===== src/rtl/idt_cfg_ctrl.sv =====
// idt_cfg_ctrl
// Serial configuration controller for an IDT clock synthesizer. A 24-bit
// config word {C[1:0],TTL,F[1:0],S[2:0],V[8:0],R[6:0]} is shifted out MSB
// first on idt_data/idt_sclk (device samples on the idt_sclk rising edge),
// then latched into the device with an idt_strobe pulse.
//
// Handshake: a word transfers on a rising osc_clk edge where cfg_valid and
// cfg_ready are both high. cfg_ready is high only while the FSM is IDLE, so
// cfg_valid/cfg_data are ignored while a sequence is in flight; the word is
// captured at the accept edge and later cfg_data changes have no effect.
//
// Ports:
//   osc_clk     in   single clock, rising edge
//   osc_reset_  in   asynchronous active-low reset
//   cfg_valid   in   cfg_data holds a word to program
//   cfg_data    in   24-bit config word
//   cfg_ready   out  high only in IDLE
//   busy        out  high whenever the FSM is not IDLE
//   done        out  one-cycle pulse in the first IDLE cycle after STROBE
//   idt_sclk    out  serial clock to the device
//   idt_data    out  serial data, bit 23 first
//   idt_strobe  out  load strobe
//   fsm_state   out  current FSM state encoding (debug observation)
//
// Parameters:
//   HALF_PER    idt_sclk half-period in osc_clk cycles (1..255)
//   STROBE_LEN  idt_strobe high time in osc_clk cycles (1..255)
//   AUTO_INIT   1: program INIT_CONFIG automatically after reset
//   INIT_CONFIG power-up config word

module idt_cfg_ctrl #(
    parameter int          HALF_PER    = 4,
    parameter int          STROBE_LEN  = 8,
    parameter int          AUTO_INIT   = 1,
    parameter logic [23:0] INIT_CONFIG = 24'h31149F
) (
    input  logic        osc_clk,
    input  logic        osc_reset_,
    input  logic        cfg_valid,
    input  logic [23:0] cfg_data,
    output logic        cfg_ready,
    output logic        busy,
    output logic        done,
    output logic        idt_sclk,
    output logic        idt_data,
    output logic        idt_strobe,
    output logic [2:0]  fsm_state
);

    typedef enum logic [2:0] {
        IDLE     = 3'd0,
        SHIFT_LO = 3'd1,
        SHIFT_HI = 3'd2,
        STROBE   = 3'd3,
        AUTO     = 3'd4
    } state_t;

    localparam state_t     RESET_STATE = (AUTO_INIT == 1) ? AUTO : IDLE;
    // Phase counters count down to zero, so load with length-1.
    localparam logic [7:0] HALF_LOAD   = 8'(HALF_PER - 1);
    localparam logic [7:0] STROBE_LOAD = 8'(STROBE_LEN - 1);

    state_t      state, state_n;
    logic [23:0] word, word_n;
    logic [4:0]  idx, idx_n;
    logic [7:0]  cnt, cnt_n;
    logic        done_n;
    logic        sclk_n, data_n, strobe_n, ready_n;

    assign fsm_state = state;

    always_ff @(posedge osc_clk or negedge osc_reset_) begin
        if (!osc_reset_) begin
            state      <= RESET_STATE;
            word       <= '0;
            idx        <= '0;
            cnt        <= '0;
            cfg_ready  <= 1'b0;
            busy       <= 1'b0;
            done       <= 1'b0;
            idt_sclk   <= 1'b0;
            idt_data   <= 1'b0;
            idt_strobe <= 1'b0;
        end else begin
            state      <= state_n;
            word       <= word_n;
            idx        <= idx_n;
            cnt        <= cnt_n;
            cfg_ready  <= ready_n;
            busy       <= ~ready_n;
            done       <= done_n;
            idt_sclk   <= sclk_n;
            idt_data   <= data_n;
            idt_strobe <= strobe_n;
        end
    end

    // Next-state logic. Outputs are derived from the next state so that the
    // registered outputs line up with the state they describe: the first bit
    // appears in the cycle right after the accept edge.
    always_comb begin
        state_n = state;
        word_n  = word;
        idx_n   = idx;
        cnt_n   = cnt;
        done_n  = 1'b0;

        case (state)
            AUTO: begin
                word_n  = INIT_CONFIG;
                idx_n   = 5'd23;
                cnt_n   = HALF_LOAD;
                state_n = SHIFT_LO;
            end
            IDLE: begin
                // cfg_ready is the registered view of IDLE; it stays low on
                // the first edge after reset, so nothing is accepted there.
                if (cfg_valid && cfg_ready) begin
                    word_n  = cfg_data;
                    idx_n   = 5'd23;
                    cnt_n   = HALF_LOAD;
                    state_n = SHIFT_LO;
                end
            end
            SHIFT_LO: begin
                if (cnt == 8'd0) begin
                    cnt_n   = HALF_LOAD;
                    state_n = SHIFT_HI;
                end else begin
                    cnt_n = cnt - 8'd1;
                end
            end
            SHIFT_HI: begin
                if (cnt == 8'd0) begin
                    if (idx != 5'd0) begin
                        idx_n   = idx - 5'd1;
                        cnt_n   = HALF_LOAD;
                        state_n = SHIFT_LO;
                    end else begin
                        cnt_n   = STROBE_LOAD;
                        state_n = STROBE;
                    end
                end else begin
                    cnt_n = cnt - 8'd1;
                end
            end
            STROBE: begin
                if (cnt == 8'd0) begin
                    state_n = IDLE;
                    done_n  = 1'b1;
                end else begin
                    cnt_n = cnt - 8'd1;
                end
            end
            default: begin
                state_n = IDLE;
            end
        endcase

        ready_n  = (state_n == IDLE);
        sclk_n   = (state_n == SHIFT_HI);
        strobe_n = (state_n == STROBE);
        data_n   = ((state_n == SHIFT_LO) || (state_n == SHIFT_HI)) ? word_n[idx_n] : 1'b0;
    end

endmodule


===== config.mk =====
export PLATFORM = sky130hd
export DESIGN_NAME = idt_cfg_ctrl
export DESIGN_NICKNAME = d
export VERILOG_FILES = /design/src/rtl/idt_cfg_ctrl.sv
export SDC_FILE = /design/constraint.sdc
export NUM_CORES = 1
export LEC_CHECK = 0
export ABC_AREA = 1
export BUFFER_PORTS_ARGS = -buffer_cell sky130_fd_sc_hd__buf_2
export CAP_MARGIN = 5
export CORE_ASPECT_RATIO = 2
export CORE_UTILIZATION = 31
export DETAILED_ROUTE_END_ITERATION = 8
export MAX_ROUTING_LAYER = met4
export PLACE_DENSITY = 0.51
export RECOVER_POWER = 25
export SLEW_MARGIN = 20
export SYNTH_ARGS = -nofsm -noshare
export SYNTH_HDL_FRONTEND = slang
export SYNTH_SLANG_ARGS = --single-unit

===== constraint.sdc =====
create_clock -name osc_clk -period 2.05 [get_ports osc_clk]
set_input_delay 0.205 -clock osc_clk [delete_from_list [all_inputs] [get_ports osc_clk]]
set_output_delay 0.205 -clock osc_clk [all_outputs]
set_load 0.02 [all_outputs]

==> tab_implementation.tex <==
\begin{tabular}{lr}
\hline
Metric & Value \\
\hline
\multicolumn{2}{l}{\textbf{Floorplan}} \\
Number of primary I/O pins & 36 \\
Die Outline Area & 8465 µm² \\
Initial core utilization & 31.77\% \\
Area of the core & 7885 µm² \\
Number of rows created at floorplan & 46 \\
Chip Height & 129.1 µm \\
Die width & 65.56 µm \\
\multicolumn{2}{l}{\textbf{Route}} \\
Number of detailed-route iterations in the first pass & 4 \\
Initial DRC Count & 110 \\
Post-detailed-route wirelength per cell & 16.02 µm \\
Vias after detailed routing & 2236 \\
Vias per std cell & 5.013 \\
Residual DRC count & 0 \\
Sum of routed wire length over all layers & 7146 µm \\
Final antenna-violating net count & 0 \\
\multicolumn{2}{l}{\textbf{GRT}} \\
Pin count of the biggest net entering global routing & 47 \\
Initial antenna violation count & 0 \\
Number of global-route vias before repair & 2215 \\
Global-route total usage across every layer & 18.29\% \\
Global-route wire length before repair & 11000 µm \\
Overflow after GRT & 0 \\
\multicolumn{2}{l}{\textbf{Clock tree}} \\
CTS HTree Levels & 2 \\
Maximum buffer depth of the clock tree & 2 \\
Cts bufs inserted & 5 \\
Hold buffer count at CTS & 0 \\
\# clock sinks & 46 \\
Reg clk slew, reported paths & 0.06 ns \\
TritonCTS clock tree & built \\
Clock insertion delay at the later pin of the skew report & 0.29 ns \\
CTS root buf & clkbuf\_16 \\
\multicolumn{2}{l}{\textbf{STA}} \\
Count of final hold-check violations & 0 \\
Highest clock frequency the design can meet & 0.4919 GHz \\
Worst setup skew after layout & 0.003691 ns \\
Finish-stage setup viols & 0 \\
Min Tclk post-route & 2.033 ns \\
Setup repair after global routing missed its margin & true \\
Worst Slack Setup Final & 0.01711 ns \\
Relative slew slack & 21.12\% \\
Worst hold slack & 0.1359 ns \\
Slew Limit Fails & 0 \\
Period Utilization, post-route & 99.17\% \\
Slew @ Worst Pin & 1.183 ns \\
\multicolumn{2}{l}{\textbf{Critical path}} \\
Worst Path Class, Setup & register to register \\
Setup crit start kind & register \\
CP Capture Type & register \\
Required time of the critical path & 2.23 ns \\
Number of cells on the worst reg-to-reg path & 15 \\
Startpoint of the most critical register-to-register path & cnt[1] \\
Flop2flop setup slack & 0.02 ns \\
Largest driver fanout on the critical path & 7 \\
Arrival time reported for the critical path endpoint & 2.22 ns \\
R2r endpoint & idt\_data \\
Worst setup path start & cnt[1] \\
\multicolumn{2}{l}{\textbf{Worst hold path}} \\
Worst Min Path Start & cfg\_data[19] \\
Class of the worst hold path & input port to register \\
WHS Path Cells & 3 \\
End of the worst hold path & word[19] \\
\multicolumn{2}{l}{\textbf{Placed design}} \\
Total placed cells including tap cells & 423 \\
Placer's final routability congestion estimate & 0.9199 \\
Worst setup slack before clock tree synthesis & -0.07753 ns \\
IO Port Bufs & 35 \\
Detail Placement HPWL & 5234 µm \\
\multicolumn{2}{l}{\textbf{Finish}} \\
Commonest cells after routing, fill and taps aside & dfrtp\_1, buf\_2, nand3\_1 \\
Footprint of the multi-input gates & 1289 µm² \\
Fraction of layout instances using a drive strength above 1 & 43.14\% \\
Finished Layout Cells & 446 \\
Total inserted antenna cells & 0 \\
Area overhead of the layout relative to synthesis & 32.47\% \\
Most common cell after layout, fill and taps aside & dfrtp\_1 \\
Sequential standard cell area & 1154 µm² \\
Nets & 378 \\
\# fillers & 806 \\
\multicolumn{2}{l}{\textbf{Logic synthesis}} \\
Post-Synthesis Net Count & 309 \\
Proportion of synthesized chip area in sequential cells & 46.00\% \\
Flop and latch count out of synthesis & 46 \\
Cells after synthesis & 280 \\
Post-synthesis area per instance & 8.946 µm² \\
Yosys warning count & 0 \\
Portion of synthesized cell area occupied by the leading cell type & 44.96\% \\
Dominant cell type by area after synthesis & dfrtp\_1 \\
Top cells by area in the synthesized netlist & dfrtp\_1, nand3\_1, nand2\_1, inv\_1, o22ai\_1 \\
Area of the mapped netlist & 2505 µm² \\
Number of distinct library cells after synthesis & 42 \\
\multicolumn{2}{l}{\textbf{Power and ir drop}} \\
Power density normalized to cell area & 1284 nW/µm² \\
Leakage power figure & 1.544 nW \\
IR Drop Worst-Case VDD & 0.7363 mV \\
\multicolumn{2}{l}{\textbf{Flow run}} \\
Maximum capacitance violations & 0 \\
\multicolumn{2}{l}{\textbf{Status}} \\
Status & finished, final reports clean \\
\hline
\end{tabular}
-- metrics by stage --
step / util, % / power, mW / setup TNS (ns) / instance area, µm²
after floorplan: - / 2.614 / 0 / 2505
after global placement: 36.53 / 3.177 / -0.03160 / 2880
after detailed placement: 36.53 / 3.189 / -0.07753 / 2880
after CTS: 38.72 / 4.056 / 0 / 3053
after global routing: 42.08 / 4.555 / -0.1475 / 3318
final: 42.08 / 4.261 / 0 / 3318
-- kinds of logic (layout without fill, tap and decap cells) --
logic type | after synthesis | in the layout | synth area share [%]
buffers and inverters | 54 | 122 | 9.740
other | 1 | 1 | 0.1497
and+or+nand+nor | 120 | 122 | 25.32
AOI/OAI and AO/OA | 50 | 50 | 15.34
xor gates and xnor gates | 7 | 7 | 2.448
DFF | 46 | 46 | 46.00
adders and majority gates | 2 | 2 | 0.9988
-- cell type report --
cell class	count	area share [%]
clock buffer	7	4.299
timing repair buffer	67	12.56
multi-input combinational	182	38.84
inverter	47	5.769
sequential	46	34.77
tap	96	3.620
clock inverter	1	0.1508
-- sequential cells by signal, summed over array words and instances, names as in the netlist --
name,flops
cnt,8
idt_strobe,1
word,24
idx,5
done,1
fsm_state,3
cfg_ready,1
busy,1
idt_data,1
idt_sclk,1
-- worst max-delay path by stage --
stage,end,slack (ns),cells after the start
after CTS,idt_data,0.01,16
after floorplan,idt_data,0.20,16
final,idt_data,0.02,15
after global placement,idt_data,-0.03,15
after detailed placement,idt_data,-0.08,15
after global routing,idt_data,-0.15,13
-- synth_stat cells, drive strengths merged --
cell / n
ha: 2
clkinv: 1
a41oi: 1
dfstp: 1
inv: 46
a21boi: 1
o32ai: 1
o22ai: 13
o21ai: 12
nor3: 4
xor2: 5
nand4: 2
buf: 7
dfrtp: 45
a22o: 7
a31oi: 1
xnor2: 2
nand2: 46
o211ai: 1
a21oi: 6
nor2: 25
o311ai: 1
nand3: 43
conb: 1
a22oi: 6
-- worst max-delay path: stages, from the launching register on --
cell and delay, ns:
dfrtp_1 0.39, inv_2 0.08, ha_4 0.16, nand2_2 0.06, nor2_2 0.13, nand3_2 0.11, nand2_2 0.09, nand3_4 0.13
nand2_8 0.16, nand2_8 0.09, nand2_1 0.08, nand3_1 0.07, nand3_1 0.11, nand3_1 0.10, nand3_1 0.11, nor2_1 0.05
-- power by group --
part / switching (mW) / internal, mW
registers: 0.157 / 1.16
logic: 1.30 / 0.814
clock network: 0.343 / 0.484
-- per-layer routing --
layer	GRT usage (%)	routed length, µm
met5	-	0
met3	2.465	241
met2	35.35	4125
met4	9.719	342
met1	16.36	2438
-- timing repair --
item	CTS	global route
gates cloned	0	2
setup endpoints to repair	1	1
resized for setup	4	43
buffers inserted	0	13
pin swaps	0	16
Power figures use the tool's default switching activity.
